<file path="src/rtl/fetch_unit.sv">
// fetch_unit: IF stage owning the PC, driving instruction memory and filling the IF/ID register
module fetch_unit #(
  parameter logic [31:0] RESET_PC   = 32'h0000_0000,
  parameter int          MEM_BYTES  = 1024,
  parameter logic [31:0] HALT_INSTR = 32'hFFFF_FFFF,
  parameter logic [31:0] NOP_INSTR  = 32'h0000_0000
) (
  input  logic        clk,
  input  logic        rst,
  input  logic        stall,
  input  logic        flush,
  input  logic        redirect,
  input  logic [31:0] redirect_pc,
  output logic [31:0] imem_addr,
  output logic        imem_rd_en,
  input  logic [31:0] imem_rd,
  output logic [31:0] ifid_instr,
  output logic [31:0] ifid_pc,
  output logic [31:0] ifid_pc4,
  output logic        ifid_valid,
  output logic        halted,
  output logic        fetch_err
);
  typedef enum logic {RUN, HALT} state_t;
  localparam logic [31:0] LAST_PC = 32'(MEM_BYTES - 4);
  state_t state;
  logic [31:0] pc;
  logic run, oor, hit_halt, live, bub, cap, to_halt, pc_inc;
  assign imem_addr  = pc;
  assign imem_rd_en = state == RUN;
  assign halted     = state == HALT;
  assign run      = state == RUN;
  assign oor      = pc > LAST_PC;
  assign hit_halt = imem_rd == HALT_INSTR;
  assign live     = run & ~redirect & ~flush;
  assign cap      = live & ~stall & ~oor & ~hit_halt;
  assign to_halt  = live & (oor | (~stall & hit_halt));
  assign bub      = redirect | (~run & ~stall) | (run & flush) | to_halt;
  assign pc_inc   = cap | (run & ~redirect & flush & ~stall);
  always_ff @(posedge clk) begin
    if (rst) begin
      pc         <= RESET_PC;
      state      <= RUN;
      ifid_instr <= NOP_INSTR;
      ifid_pc    <= '0;
      ifid_pc4   <= '0;
      ifid_valid <= 1'b0;
      fetch_err  <= 1'b0;
    end else begin
      if (redirect) pc <= {redirect_pc[31:2], 2'b00};
      else if (pc_inc) pc <= pc + 32'd4;
      if (redirect) state <= RUN;
      else if (to_halt) state <= HALT;
      if (bub) begin
        ifid_instr <= NOP_INSTR;
        ifid_pc    <= '0;
        ifid_pc4   <= '0;
        ifid_valid <= 1'b0;
      end else if (cap) begin
        ifid_instr <= imem_rd;
        ifid_pc    <= pc;
        ifid_pc4   <= pc + 32'd4;
        ifid_valid <= 1'b1;
      end
      if (live & oor) fetch_err <= 1'b1;
    end
  end
endmodule

</file>
<file path="config.mk">
export PLATFORM = sky130hd
export DESIGN_NAME = fetch_unit
export DESIGN_NICKNAME = d
export VERILOG_FILES = /design/src/rtl/fetch_unit.sv
export SDC_FILE = /design/constraint.sdc
export NUM_CORES = 1
export LEC_CHECK = 0
export ABC_AREA = 1
export BUFFER_PORTS_ARGS = -buffer_cell sky130_fd_sc_hd__clkbuf_2
export CELL_PAD_IN_SITES_DETAIL_PLACEMENT = 2
export CELL_PAD_IN_SITES_GLOBAL_PLACEMENT = 2
export CORE_ASPECT_RATIO = 0.9
export CORE_MARGIN = 2
export CORE_UTILIZATION = 26
export DETAILED_ROUTE_END_ITERATION = 7
export GPL_TIMING_DRIVEN = 0
export MAX_ROUTING_LAYER = met4
export PLACE_DENSITY_LB_ADDON = 0.1
export SYNTH_ARGS = -nofsm -noshare
export SYNTH_HDL_FRONTEND = slang
export SYNTH_SLANG_ARGS = --single-unit
</file>
<file path="constraint.sdc">
create_clock -name clk -period 1.9 [get_ports clk]
set_clock_uncertainty 0.05 [all_clocks]
set_input_delay 0.285 -clock clk [delete_from_list [all_inputs] [get_ports clk]]
set_output_delay 0.285 -clock clk [all_outputs]
set_load 0.02 [all_outputs]
</file>
Yosys cells after proc, flatten, opt, wreduce, memory -nomap -nowiden
Index checks and enable logic that the tools add are counted.

Add/subtract/negate cells: 1. Order comparisons: 1. Eq/ne operators: 1. Mux-type cells: 2. Bitwise gates (word level): 23. Reductions and logical operators: 3.

Operators by type and width (number): $mux 32 (2); $add 32x3->32 const B (1); $eq 32x32->1 const B (1); $gt 32x10->1 const B (1); $and 1x1->1 (12); $not 1->1 (6); $or 1x1->1 (5); $reduce_or 2->1 (2); $reduce_bool 2->1 (1).

Register bits after elaboration: 131. Input bits: 69. Output and inout port bits: 132. Logic and storage cells: 39.

Depth between registers and ports, before layout
Gate-level depths: netlist of the first run.

Word-level depth: 9. Depth in mapped cells: 11. Depth with buffers taken out: 11.

Worst setup path before layout of the first run
OpenSTA, ideal clock, no wires.

Kind: reg-to-reg. From: reg pc[2] (netlist: imem_addr[2]). To: reg pc[12] (netlist: imem_addr[12]). Library setup time: 0.111 ns. Data arrival time: 1.642 ns. Required time: 1.739 ns. Path slack: 0.096 ns. Cell stages (with the launch flop): 11. Path buffers: 0. Period minus slack after synthesis: 1.804 ns. Cells stage by stage: dfxtp_1 ha_1 nand3_2 inv_1 nand2_1 nor2_1 nand2_1 nand3_1 nand2_1 nor2_1 nor2_1.

Longest elaborated chain between the ends: 6. Elaborated cells on any way between the ends: 9. Classes of those cells: add/sub: 1; order compare: 1; mux: 2; bitwise: 4; reduce/logical: 1.

RTL lines: start, declared (RTL line 27) `logic [31:0] pc;`; start signal, assigned (RTL line 50) `if (redirect) pc <= {redirect_pc[31:2], 2'b00};`; start signal, assigned (RTL line 51) `else if (pc_inc) pc <= pc + 32'd4;`; $gt 32x10->1 (RTL line 33) `assign oor = pc > LAST_PC;`; $not 1->1 (RTL line 36) `assign cap = live & ~stall & ~oor & ~hit_halt;`; $and 1x1->1 (2 in a row) (RTL line 36); $or 1x1->1 (RTL line 39) `assign pc_inc = cap | (run & ~redirect & flush & ~stall);`; $reduce_bool 2->1 (no source line).

Parallel ways exist; a longest one is shown, timed or not. The select of a mux whose other input is x is not followed. A chain may end at the register's enable or synchronous reset.

Worst setup path after layout of the first run
From: reg pc[16] (netlist: imem_addr[16]). To: reg ifid_pc[8].

Longest elaborated chain between the ends: 5. Elaborated cells on any way between the ends: 8. Classes of those cells: order compare: 1; bitwise: 6; reduce/logical: 1.

RTL lines: $gt 32x10->1 (*) (RTL line 33); $or 1x1->1 (RTL line 37) `assign to_halt = live & (oor | (~stall & hit_halt));`; $and 1x1->1 (RTL line 37); $or 1x1->1 (RTL line 38) `assign bub = redirect | (~run & ~stall) | (run & flush) | to_halt;`; $reduce_or 2->1 (no source line); end signal, assigned (RTL line 61) `ifid_pc <= pc;`; end, declared (RTL line 18) `output logic [31:0] ifid_pc,`.

Mark *: on every way between the ends. The rest lies on a longest branch, timed or not.

==> reports/results.ini, run 1 <==
[timing]
hold_viol=0
relSlewSlack=0.484
drv_slew=0
timing.hold.ws_ns=0.0773
fmax_ghz=0.550
min_period_ns=1.82
worst_pin_slew_ns=0.773
setup_violations=0
rsz0062_at_grt=true
fin_crit_sh=0.958

[synthesis]
synth_top_area_frac=0.427
synthFlopType=dfxtp_1
synthesis.area_sq_mm=0.00586
post_synth_most_frequent_cells=nand2_1, nor2_1, dfxtp_1, nand3_1, a21oi_1
yosys.area.top_type=dfxtp_1
synth_edf_count=0
yosys_warnings=0
synth_area_leaders=dfxtp_1, nand2_1, nor2_1, nand3_1, a21oi_1
ys_seq_area_frac=0.427
syn_inst=892
avgSynthCellArea_sq_um=6.57
synthDistinctLibCells=27
synth_most_common_cell=nand2_1
yosys_register_bits=125
synthArstFlopShare=0

[floorplanning]
initial_core_util=0.263
io_pins=201
core-area_sq_mm=0.0223
die_area_sq_mm=0.0238
rows=52
die_h_microns=146
die_w_microns=162

[clocking]
clkLatencyLatePin_ns=0.42
cts_max_level=4
tritoncts=done
clockBufferDepth=2
numClockSinks=125
path_clk_slew_ns=0.06
root_buffer=clkbuf_16
cts_buffers=17

[setup_path]
crit_path_end=ifid_pc[8]
critPathRequiredTime_ns=2.19
critPathMaxFanout=10
cp-end-kind=flop
critPathLaunch=imem_addr[16]
r2r_end=ifid_pc[8]
start_kind=flop
rr_worst_depth=11
r2r_start=imem_addr[16]
cp.arrival_ns=2.11
rrSetupSlack_ns=0.08
timing_worst_setup_path_type=reg -> reg

[global_route]
first_global_vias=6770
grt_max_degree=17
overflow=0
grtUsageTotal=0.210
antenna_found_initial=0
grt_first_pass_wirelength_microns=37900

[placed_design]
dpl_cell_area_sq_mm=0.00721
hpwl_microns=18600
gp_congestion=0.857
portBuffers=191

[power_and_ir_drop]
p_sw_frac=0.294
p_seq_frac=0.422
vdd_drop_max_mv=0.428
combPwrFrac=0.113
powerDensity_mw_per_mm2=811
power_w=0.00664
leakagePower_nw=3.41
clock_power_share=0.465
switchingPower_w=0.00195
internal_power_w=0.00469

[route]
via_count=6576
drt-initial-drc-count=218
drc=0
wire_per_inst_microns=17.1
routed_wl_microns=24300
ant_nets=0
viasPerCell=4.62
drt_pass1_iterations=4

[cells_and_area]
antenna_cells=0
area_growth_syn_to_layout_pct=39.7
nNetsFinal=1184
final_area_sq_mm=0.00819
drive_gt1_frac=0.329

[flow_run]
maxCapViolations=0

[hold_path]
min_path_type=in -> reg

[status]
status=finished, final reports clean

## state kept, by name, indices dropped and copies added (netlist names)
signal and cells:
ifid_instr 32, fetch_err 1, ifid_pc4 30, ifid_pc 30
imem_addr 30, ifid_valid 1, halted 1
## worst min-delay path by stage
stage / from / to / cells past startpoint
3_5_place_dp: ifid_pc[12] / ifid_pc[12] / 2
5_1_grt: imem_rd[7] / ifid_instr[7] / 3
6_report: imem_rd[7] / ifid_instr[7] / 3
3_3_place_gp: ifid_pc4[11] / ifid_pc4[11] / 2
4_1_cts: imem_rd[6] / ifid_instr[6] / 3
2_1_floorplan: rst / fetch_err / 1
## power by group through the flow
stage                     registers (W)  clock network [W]  logic, W
after floorplan                 0.00287                  0  0.000356
after global placement          0.00285                  0  0.000669
after detailed placement        0.00285                  0  0.000685
after CTS                       0.00279            0.00317  0.000709
after global routing            0.00281            0.00328  0.000840
final                           0.00280            0.00309  0.000748
## critical path, stage by stage (launching register included)
cell and delay (ns):
dfxtp_4 0.37, nor2_4 0.12, nand2_2 0.08, nor2_4 0.14, nand2_2 0.08, nor2_4 0.15
inv_2 0.08, nand2_4 0.09, nand4_4 0.13, clkbuf_16 0.21, buf_8 0.14, a21oi_1 0.11
## cells by family (layout without fill, tap and decap cells)
kind of cell | after synthesis | count (layout) | share of synthesized area
other | 1 | 6 | 0.000640
adder cells (fa/ha/maj) | 1 | 1 | 0.00213
buffers and inverters | 99 | 329 | 0.0792
AO/OA/AOI/OAI | 75 | 75 | 0.0711
XOR/XNOR | 8 | 8 | 0.0120
AND/OR/NAND/NOR | 583 | 583 | 0.408
flip-flops | 125 | 125 | 0.427
## layer usage
layer / GRT usage / vias up / share of wire
li1: - / 3252 / -
met5: - / - / 0
met1: 0.277 / 3172 / 0.48
met4: 0.0412 / 0 / 0.0077
met3: 0.0369 / 11 / 0.044
met2: 0.341 / 141 / 0.47
## final cells by class
type / count / area [sq um]
repair buffers: 199 / 1040
clock inverters: 14 / 111
flip-flops and latches: 125 / 2540
plain buffers: 53 / 373
inverters: 45 / 171
fillers: 2737 / 14100
clock buffers: 18 / 439
well taps: 297 / 372
multi-input cells: 673 / 3150
## cells in the final DEF, fill, tap and decap left out, types with 3 or more instances in the layout
master,instances
clkbuf_1,13
inv_2,8
conb_1,6
inv_1,36
xor2_1,8
a21oi_2,18
buf_6,6
inv_6,4
nand2_2,9
clkbuf_2,195
buf_4,20
buf_2,10
dfxtp_2,19
nor2_1,137
nand3b_1,5
nor2_4,10
a21oi_1,47
nand3_1,100
clkbuf_16,18
dfxtp_4,3
o21ai_0,7
nand2_1,288
clkinvlp_4,5
dfxtp_1,103
nor2_2,23
## stage by stage
stage | cells | TNS [ns] | util | worst slack [ns]
after floorplan | 897 | 0 | - | 0.0963
after global placement | 1385 | -12.65 | 0.323 | -0.654
after detailed placement | 1385 | -21.58 | 0.323 | -0.658
after CTS | 1420 | -0.274 | 0.353 | -0.0483
after global routing | 1424 | -0.751 | 0.367 | -0.0447
final | 1424 | 0 | 0.367 | 0.0806
## timing repair
action                                  CTS  global route
endpoints found under the setup margin  123           122
cloned                                    0             1
buffers inserted                          2             4
hold buffers                              1             0
hold endpoints to repair                  2             0
resized for setup                        31           102
pin swaps                                 1             7
Note: power is estimated with default switching activity, not from simulation.
==> inputs of run 2 (changes only) <==
--- a/config.mk
+++ b/config.mk
@@ -11,7 +11,7 @@
 export CELL_PAD_IN_SITES_GLOBAL_PLACEMENT = 2
 export CORE_ASPECT_RATIO = 0.9
 export CORE_MARGIN = 2
-export CORE_UTILIZATION = 26
+export CORE_UTILIZATION = 23
 export DETAILED_ROUTE_END_ITERATION = 7
 export GPL_TIMING_DRIVEN = 0
 export MAX_ROUTING_LAYER = met4
==> constraint.sdc (replaced) <==
create_clock -name clk -period 1.65 [get_ports clk]
set_clock_uncertainty 0.05 [all_clocks]
set_input_delay 0.2475 -clock clk [delete_from_list [all_inputs] [get_ports clk]]
set_output_delay 0.2475 -clock clk [all_outputs]
set_load 0.02 [all_outputs]
==> reports/results.ini, run 2 (same netlist as run 1, synthesis figures left out) <==
[status]
status=finished with violations
violations=negative setup slack

[placed_design]
hpwl_microns=19100
dp_cells=1430
dp_slack_ns=-0.603
portBuffers=191
gp_congestion=0.861

[timing]
relSlewSlack=0.412
worst_pin_slew_ns=0.882
fin_crit_sh=1.13
drv_slew=0
fmax_ghz=0.534
rsz0062_at_grt=true
setup_violations=123
hold_viol=0
layout_setup_ws_ns=-0.221
min_period_ns=1.87

[global_route]
grt_max_degree=17
grtUsageTotal=0.203
antenna_found_initial=1
grt_first_pass_wirelength_microns=40200
first_global_vias=7089
overflow=0

[cells_and_area]
fin_cells=1492
largest_register_ffs=32
area_growth_syn_to_layout_pct=57.2
mostFrequentLayoutCell=nand2_1
nNetsFinal=1207
drive_gt1_frac=0.408
layout_common_cells=nand2_1, clkbuf_2, nor2_1, dfxtp_1, nand3_1
fillers=3015
regMostFlops=ifid_instr

[route]
wire_per_inst_microns=17.8
drc=0
drt-initial-drc-count=234
drt_pass1_iterations=4
via_count=6688
ant_nets=0
routed_wl_microns=26500
viasPerCell=4.48

[power_and_ir_drop]
vdd_drop_max_mv=0.442
clock_power_share=0.500
p_sw_frac=0.269
powerDensity_mw_per_mm2=913
internal_power_w=0.00614
combPwrFrac=0.118
leakagePower_nw=3.76
p_seq_frac=0.382
switchingPower_w=0.00227

[setup_path]
critPathMaxFanout=10
rrSetupSlack_ns=-0.22
cpMostUsedCell=nor2_1
slowest_delay_ns=0.36
cp-end-kind=flop
start_kind=flop
cp.arrival_ns=2.14
crit_chain=nor2_1 -> nand2_1 -> nor2_2 -> nand2_2 -> nor2_4 -> buf_6 -> nand3_4 -> buf_12 -> nand2_8 -> inv_4 -> buf_12 -> nor2_1 -> nor2_1
critical_path_buf_inv_count=4
timing_worst_setup_path_type=reg -> reg
cpMaxStageDelayCell=dfxtp_4
crit_family=simple AND/OR/NAND/NOR gates
critPathRequiredTime_ns=1.91

[clocking]
numClockSinks=125
clkLatencyLatePin_ns=0.43
cts_buffers=17
root_buffer=clkbuf_16
tritoncts=done
cts_max_level=4
path_clk_slew_ns=0.07
clockBufferDepth=2

[floorplanning]
core-area_sq_mm=0.0251
initial_core_util=0.233
die_h_microns=155
rows=55
die_w_microns=172
io_pins=201
die_area_sq_mm=0.0268

[flow_run]
maxCapViolations=0

[hold_path]
min_path_type=in -> reg

==> run 2: what timing repair did <==
| action | in CTS | in global routing |
|---|---|---|
| pin swaps | 18 | 30 |
| hold buffers | 1 | 0 |
| setup buffers | 16 | 7 |
| endpoints found under the setup margin | 123 | 123 |
| endpoints found under the hold margin | 2 | 0 |
| gates cloned | 7 | 2 |
| resized for setup | 165 | 122 |
==> run 2: path summary, 6_finish.rpt <==
kind	start	to	cells past startpoint
min	imem_rd[19]	ifid_instr[19]	3
max reg2reg	imem_addr[23]	imem_addr[12]	13
max	imem_addr[23]	imem_addr[12]	13
min reg2reg	ifid_pc4[11]	ifid_pc4[11]	2
==> run 2: worst reg2reg max path: cells and delay by family (launching register included) <==
kind / cells / cell delay, ns
buffers and inverters: 4 / 0.49
and+or+nand+nor: 9 / 0.83
DFF: 1 / 0.36
==> run 2: per-layer routing <==
metal,vias up,wire (microns),GRT usage,part of all wire
met2,134,12800,0.337,0.48
li1,3316,-,-,-
met3,11,1080,0.0376,0.041
met5,-,0,-,0
met1,3227,12500,0.261,0.47
met4,0,121,0.0364,0.0046
==> run 2: metrics by stage <==
stage / hold WS, ns / total power (W) / setup TNS, ns / utilization / cell area (sq um)
2_1_floorplan: 0.267 / 0.00372 / 0 / - / 5890
3_3_place_gp: 0.380 / 0.00406 / -42.96 / 0.290 / 7270
3_5_place_dp: 0.388 / 0.00407 / -41.37 / 0.290 / 7270
4_1_cts: 0.0194 / 0.00849 / -18.01 / 0.346 / 8700
5_1_grt: 0.0257 / 0.00878 / -32.00 / 0.367 / 9210
6_report: 0.0344 / 0.00841 / -20.40 / 0.367 / 9210
==> run 2: cell type report <==
type / count / area, sq um / share of cell area
timing repair buffer: 224 / 1420 / 0.154
multi-input combinational: 673 / 3460 / 0.376
buffer: 51 / 522 / 0.0566
tap: 342 / 428 / 0.0464
sequential: 125 / 2560 / 0.278
clock buffer: 19 / 464 / 0.0504
clock inverter: 12 / 183 / 0.0198
inverter: 45 / 179 / 0.0194
antenna: 1 / 2.50 / 0.000272
==> run 2: power groups by stage <==
stage          registers [W]  logic [W]  clock network [W]
3_3_place_gp         0.00329   0.000773                  0
6_report             0.00321   0.000991            0.00421
5_1_grt              0.00322    0.00110            0.00446
4_1_cts              0.00321   0.000927            0.00435
3_5_place_dp         0.00328   0.000788                  0
2_1_floorplan        0.00331   0.000411                  0
